### src/rtl/muldiv_unit.sv
// =============================================================================
// Module   : muldiv_unit
// Brief    : Iterative MIPS multiply/divide unit with HI/LO registers.
//            Optional macro MULDIV_EARLY_OUT_EN shortens multiply and div-by-0.
// Revision : 1.0
// =============================================================================
`default_nettype none

module muldiv_unit #(
   parameter int WIDTH = 32,
   parameter int CNT_W = $clog2(WIDTH + 1)
) (
   input  logic             clk,
   input  logic             reset,
   input  logic             start,
   input  logic [1:0]       op,
   input  logic             flush,
   input  logic [WIDTH-1:0] operand_a,
   input  logic [WIDTH-1:0] operand_b,
   input  logic             wr_hi,
   input  logic             wr_lo,
   input  logic [WIDTH-1:0] wr_data,
   output logic             busy,
   output logic             done,
   output logic             div_zero,
   output logic [WIDTH-1:0] hi,
   output logic [WIDTH-1:0] lo
);

   typedef enum logic [1:0] {
      IDLE   = 2'd0,
      RUN    = 2'd1,
      FINISH = 2'd2
   } stateT;

   stateT              r_state;
   stateT              w_nextState;
   logic [CNT_W-1:0]   r_cnt;
   logic [2*WIDTH-1:0] r_acc;
   logic [2*WIDTH-1:0] r_mcand;
   logic [WIDTH-1:0]   r_mplier;
   logic [WIDTH-1:0]   r_aRaw;
   logic               r_isDiv;
   logic               r_negLo;
   logic               r_negHi;
   logic               r_bZero;

   logic               w_accept;
   logic               w_aNeg;
   logic               w_bNeg;
   logic [WIDTH-1:0]   w_aMag;
   logic [WIDTH-1:0]   w_bMag;
   logic [2*WIDTH-1:0] w_mulSum;
   logic [2*WIDTH-1:0] w_prod;
   logic [WIDTH:0]     w_divShift;
   logic [WIDTH:0]     w_divTrial;
   logic               w_divOk;
   logic [WIDTH-1:0]   w_quo;
   logic [WIDTH-1:0]   w_rem;
   logic               w_lastIter;

   assign w_accept = start & ~flush;
   assign w_aNeg   = ~op[0] & operand_a[WIDTH-1];
   assign w_bNeg   = ~op[0] & operand_b[WIDTH-1];
   assign w_aMag   = w_aNeg ? -operand_a : operand_a;
   assign w_bMag   = w_bNeg ? -operand_b : operand_b;

   // Multiply: accumulator grows by a left-shifting multiplicand per set multiplier bit.
   assign w_mulSum = r_acc + (r_mplier[0] ? r_mcand : '0);
   assign w_prod   = r_negLo ? -r_acc : r_acc;

   // Divide: remainder lives in r_acc's upper half, dividend/quotient in the lower half.
   assign w_divShift = {r_acc[2*WIDTH-1:WIDTH], r_acc[WIDTH-1]};
   assign w_divTrial = w_divShift - {1'b0, r_mplier};
   assign w_divOk    = ~w_divTrial[WIDTH];
   assign w_quo      = r_negLo ? -r_acc[WIDTH-1:0] : r_acc[WIDTH-1:0];
   assign w_rem      = r_negHi ? -r_acc[2*WIDTH-1:WIDTH] : r_acc[2*WIDTH-1:WIDTH];

`ifdef MULDIV_EARLY_OUT_EN
   assign w_lastIter = (r_cnt == CNT_W'(1)) ||
                       (!r_isDiv && (r_mplier[WIDTH-1:1] == '0));
`else
   assign w_lastIter = (r_cnt == CNT_W'(1));
`endif

   assign busy = (r_state != IDLE);

   always_ff @(posedge clk) begin
      if (reset) r_state <= IDLE;
      else       r_state <= w_nextState;
   end

   always_comb begin
      w_nextState = r_state;
      case (r_state)
         IDLE: begin
            if (w_accept) begin
`ifdef MULDIV_EARLY_OUT_EN
               w_nextState = (op[1] && (operand_b == '0)) ? FINISH : RUN;
`else
               w_nextState = RUN;
`endif
            end
         end
         RUN: begin
            if (flush)           w_nextState = IDLE;
            else if (w_lastIter) w_nextState = FINISH;
         end
         FINISH:  w_nextState = IDLE;
         default: w_nextState = IDLE;
      endcase
   end

   always_ff @(posedge clk) begin
      if (reset) begin
         r_cnt    <= '0;
         r_acc    <= '0;
         r_mcand  <= '0;
         r_mplier <= '0;
         r_aRaw   <= '0;
         r_isDiv  <= 1'b0;
         r_negLo  <= 1'b0;
         r_negHi  <= 1'b0;
         r_bZero  <= 1'b0;
         done     <= 1'b0;
         div_zero <= 1'b0;
         hi       <= '0;
         lo       <= '0;
      end else begin
         done <= 1'b0;
         case (r_state)
            IDLE: begin
               if (wr_hi) hi <= wr_data;
               if (wr_lo) lo <= wr_data;
               if (w_accept) begin
                  r_cnt    <= CNT_W'(WIDTH);
                  r_acc    <= op[1] ? {{WIDTH{1'b0}}, w_aMag} : '0;
                  r_mcand  <= {{WIDTH{1'b0}}, w_aMag};
                  r_mplier <= w_bMag;
                  r_aRaw   <= operand_a;
                  r_isDiv  <= op[1];
                  r_negLo  <= w_aNeg ^ w_bNeg;
                  r_negHi  <= w_aNeg;
                  r_bZero  <= op[1] && (operand_b == '0);
               end
            end
            RUN: begin
               if (!flush) begin
                  r_cnt <= r_cnt - CNT_W'(1);
                  if (r_isDiv) begin
                     r_acc <= {(w_divOk ? w_divTrial[WIDTH-1:0] : w_divShift[WIDTH-1:0]),
                               r_acc[WIDTH-2:0], w_divOk};
                  end else begin
                     r_acc    <= w_mulSum;
                     r_mcand  <= r_mcand << 1;
                     r_mplier <= r_mplier >> 1;
                  end
               end
            end
            FINISH: begin
               done     <= 1'b1;
               div_zero <= r_bZero;
               if (!r_isDiv) begin
                  hi <= w_prod[2*WIDTH-1:WIDTH];
                  lo <= w_prod[WIDTH-1:0];
               end else if (r_bZero) begin
                  hi <= r_aRaw;
                  lo <= '1;
               end else begin
                  hi <= w_rem;
                  lo <= w_quo;
               end
            end
            default: ;
         endcase
      end
   end

endmodule

`default_nettype wire

### config.mk
export PLATFORM = sky130hd
export DESIGN_NAME = muldiv_unit
export DESIGN_NICKNAME = d
export VERILOG_FILES = /design/src/rtl/muldiv_unit.sv
export SDC_FILE = /design/constraint.sdc
export NUM_CORES = 1
export LEC_CHECK = 0
export ABC_CLOCK_PERIOD_IN_PS = 7570
export BUFFER_PORTS_ARGS = -buffer_cell sky130_fd_sc_hd__buf_2
export CAP_MARGIN = 25
export CORE_MARGIN = 8
export CORE_UTILIZATION = 45
export DETAILED_ROUTE_END_ITERATION = 6
export GPL_TIMING_DRIVEN = 0
export REMOVE_ABC_BUFFERS = 1
export SYNTH_ARGS = -nofsm -noshare
export SYNTH_HDL_FRONTEND = slang
export SYNTH_SLANG_ARGS = --single-unit
### constraint.sdc
create_clock -name clk -period 7.57 [get_ports clk]
set_clock_uncertainty 0.2 [all_clocks]
set_input_delay 0.757 -clock clk [delete_from_list [all_inputs] [get_ports clk]]
set_output_delay 0.757 -clock clk [all_outputs]
set_load 0.005 [all_outputs]
==> results.ini <==
[status]
outcome = complete, no violations

[timing]
report.final.setup_viol = 0
fin_crit_sh_pct = 71.2
setup_ws_ns = 2.18
slew_viol_final = 0
relSlewSlack_pct = 33.3
finalCriticalPeriod_ns = 5.39
fmax_mhz = 185
rsz0062_at_grt = false
hold_viol = 0
worst_slew_pin_slew_ns = 0.996

[yosys]
syn_area_sq_um = 21100
syn_avg_cell_area_sq_um = 7.11
yosysSeqAreaShare_pct = 25.7
synth_edf_count = 0
synth_flop_cell = dfxtp_1
synth-async-reset-ratio_pct = 0
synth_seq_cells = 270
synth.distinct_cells = 78
ys_warn_count = 0
synthCells = 2960

[clocking]
clock_latency_ns = 0.55
postCtsHoldBufs = 0
cts-buffers-inserted = 35
cts_tree = built
numClockSinks = 270
cts.repair_timing.setup_buffer_count = 0
clk_pin_slew_ns = 0.06
htree_levels = 2
clockRootBuffer = clkbuf_16
cts_resized = 0
ctsLongestPathBuffers = 3

[global_routing]
grt_first_pass_wirelength_um = 124000
grt.overflow.total = 0
antenna_found_initial = 2
grt_max_degree = 147
track_usage_pct = 29.1
grt_pass1_vias = 20800

[floorplan]
placeableCoreArea_sq_um = 46400
start_util_pct = 45.4
rows = 79
dieArea_sq_um = 54000
dieHeight_um = 232
fp.dieW_um = 232
pin_count = 171

[placement]
place_congestion = 0.946
port_buffers = 170
dp_hpwl_um = 62400
post-place-cells = 3544
placed_area_sq_um = 22500
place_ws_ns = 2.08

[power]
peakVddDrop_v = 0.000226
p_per_area_nw_per_um2 = 181
leakagePower_nw = 9.41

[routing]
first_pass_iters = 6
ant_nets = 0
vias_per_cell = 6.29
drtIter0Drc = 2160
vias = 22700
wl_per_cell_um = 22.8
wirelength_um = 82300
route.detailed.drc = 0

[min_path]
hold_depth = 2
min_from = lo[30]
hold_path_class = flop to flop
whs_endpoint = lo[30]

[layout]
drive_gt1_share_pct = 10.6
mostFrequentLayoutCell = a21oi_1
multi_input_area_sq_um = 14600
fin_cells = 3611
seq_area_sq_um = 5410
nets = 3186
synthToLayoutAreaGrowth_pct = 13.2
final_cell_mix = 390 x a21oi_1, 333 x nand2_1, 322 x nor2_1
antenna_cells = 0
fillers = 4638
final_area_sq_um = 23800

[critical_path]
reg2regPathDepth = 14
arrival_ns = 5.63
regToRegStartpoint = r_mplier[0]
required_ns = 7.81
r2r_setup_slack_ns = 2.18
end_kind = flop
start_kind = flop
worstSetupPathType = flop to flop
worstPathMaxFanout = 38
reg2reg_to = r_acc[62]

[run]
cap_viol_max_count = 0

-- power breakdown --
part | switching [W] | leakage (nW) | internal, W
Clock | 0.000686 | 0.628 | 0.00118
Combinational | 0.000540 | 6.57 | 0.000317
Sequential | 0.0000885 | 2.21 | 0.00150
-- Yosys cell counts, types with 8 or more instances --
| cell | count | area (sq um) |
|---|---|---|
| a211oi_1 | 95 | 713 |
| a21o_1 | 46 | 345 |
| a21oi_1 | 390 | 1950 |
| a221o_1 | 8 | 80.1 |
| a221oi_1 | 8 | 70.1 |
| a22oi_1 | 16 | 120 |
| a311oi_1 | 9 | 78.8 |
| a31oi_1 | 14 | 87.6 |
| and2_1 | 69 | 432 |
| and3_1 | 10 | 62.6 |
| buf_1 | 12 | 45.0 |
| clkbuf_1 | 205 | 769 |
| dfxtp_1 | 270 | 5410 |
| ha_1 | 101 | 1260 |
| inv_1 | 72 | 270 |
| mux2_2 | 10 | 113 |
| mux2i_1 | 27 | 270 |
| nand2_1 | 334 | 1250 |
| nand2b_1 | 24 | 150 |
| nand3_1 | 68 | 340 |
| nand4_1 | 38 | 238 |
| nor2_1 | 327 | 1230 |
| nor2b_1 | 12 | 75.1 |
| nor3_1 | 64 | 320 |
| nor4_1 | 27 | 169 |
| o2111ai_1 | 8 | 70.1 |
| o211ai_1 | 51 | 383 |
| o21a_1 | 12 | 90.1 |
| o21ai_0 | 200 | 1000 |
| o21bai_1 | 20 | 150 |
| o221ai_1 | 44 | 385 |
| o31ai_1 | 25 | 188 |
| o41ai_1 | 16 | 140 |
| or2_2 | 10 | 62.6 |
| or3_1 | 15 | 93.8 |
| or4_1 | 14 | 105 |
| xnor2_1 | 110 | 963 |
| xor2_1 | 93 | 815 |
-- per-layer routing --
layer,up-vias,GRT usage (%),share of wire (%)
met5,-,0,0.033
li1,10700,-,-
met1,10800,42.1,46
met3,149,5.50,8.5
met4,4,8.46,2.9
met2,959,43.2,42
-- metrics by stage --
stage	total power (W)	hold slack, ns	utilization (%)	setup TNS (ns)
global placement	0.00242	0.236	47.1	-1096.76
detailed placement	0.00245	0.243	48.5	0
finish	0.00430	0.247	51.4	0
floorplan	0.00210	0.226	-	-1.23
global route	0.00447	0.262	51.4	0
CTS	0.00431	0.249	51.2	0
-- cell families after synthesis --
logic type               count (synthesis)  share of synthesized area (%)
multiplexers                            37                           1.82
AND/OR/NAND/NOR                       1034                           22.5
flip-flops                             270                           25.7
AO/OA/AOI/OAI                         1016                           30.1
adder cells (fa/ha/maj)                103                           6.19
XOR/XNOR                               203                           8.44
buffers and inverters                  297                           5.34
-- flip-flops by register name, summed over array words and instances (netlist names) --
signal    flops
r_acc        64
r_mcand      64
hi           32
lo           32
r_aRaw       32
r_mplier     32
r_cnt         6
r_state       2
div_zero      1
done          1
r_bZero       1
r_isDiv       1
r_negHi       1
r_negLo       1
-- worst max-delay path, cell delays in order, from the launching register on --
cell	delay [ns]
dfxtp_2	0.49
buf_12	0.25
and2_1	0.17
ha_1	0.22
fa_1	0.43
a211oi_1	0.34
o21ai_0	0.25
a221o_1	0.49
o2111a_1	0.27
nor3_1	0.71
o21ai_0	0.50
a21oi_1	0.44
and3b_1	0.22
o21ai_0	0.07
and3_1	0.17
-- area by class of cell --
| class | count | share of cell area (%) |
|---|---|---|
| Multi-Input combinational cell | 2393 | 61.3 |
| Sequential cell | 270 | 22.7 |
| Timing Repair Buffer | 206 | 6.34 |
| Clock buffer | 47 | 4.25 |
| Tap cell | 607 | 3.19 |
| Inverter | 73 | 1.15 |
| Clock inverter | 15 | 1.05 |
-- worst max path at each step --
stage | slack (ns) | end | cells after the start | startpoint
finish | 2.18 | r_acc[62] | 14 | r_mplier[0]
global route | 1.96 | r_acc[61] | 13 | r_mplier[0]
CTS | 1.99 | r_acc[61] | 13 | r_mplier[0]
detailed placement | 2.08 | r_acc[61] | 13 | r_mplier[0]
global placement | -11.00 | r_mcand[12] | 6 | flush
floorplan | -0.26 | r_mplier[23] | 3 | r_isDiv
(Power assumes the default switching activity.)
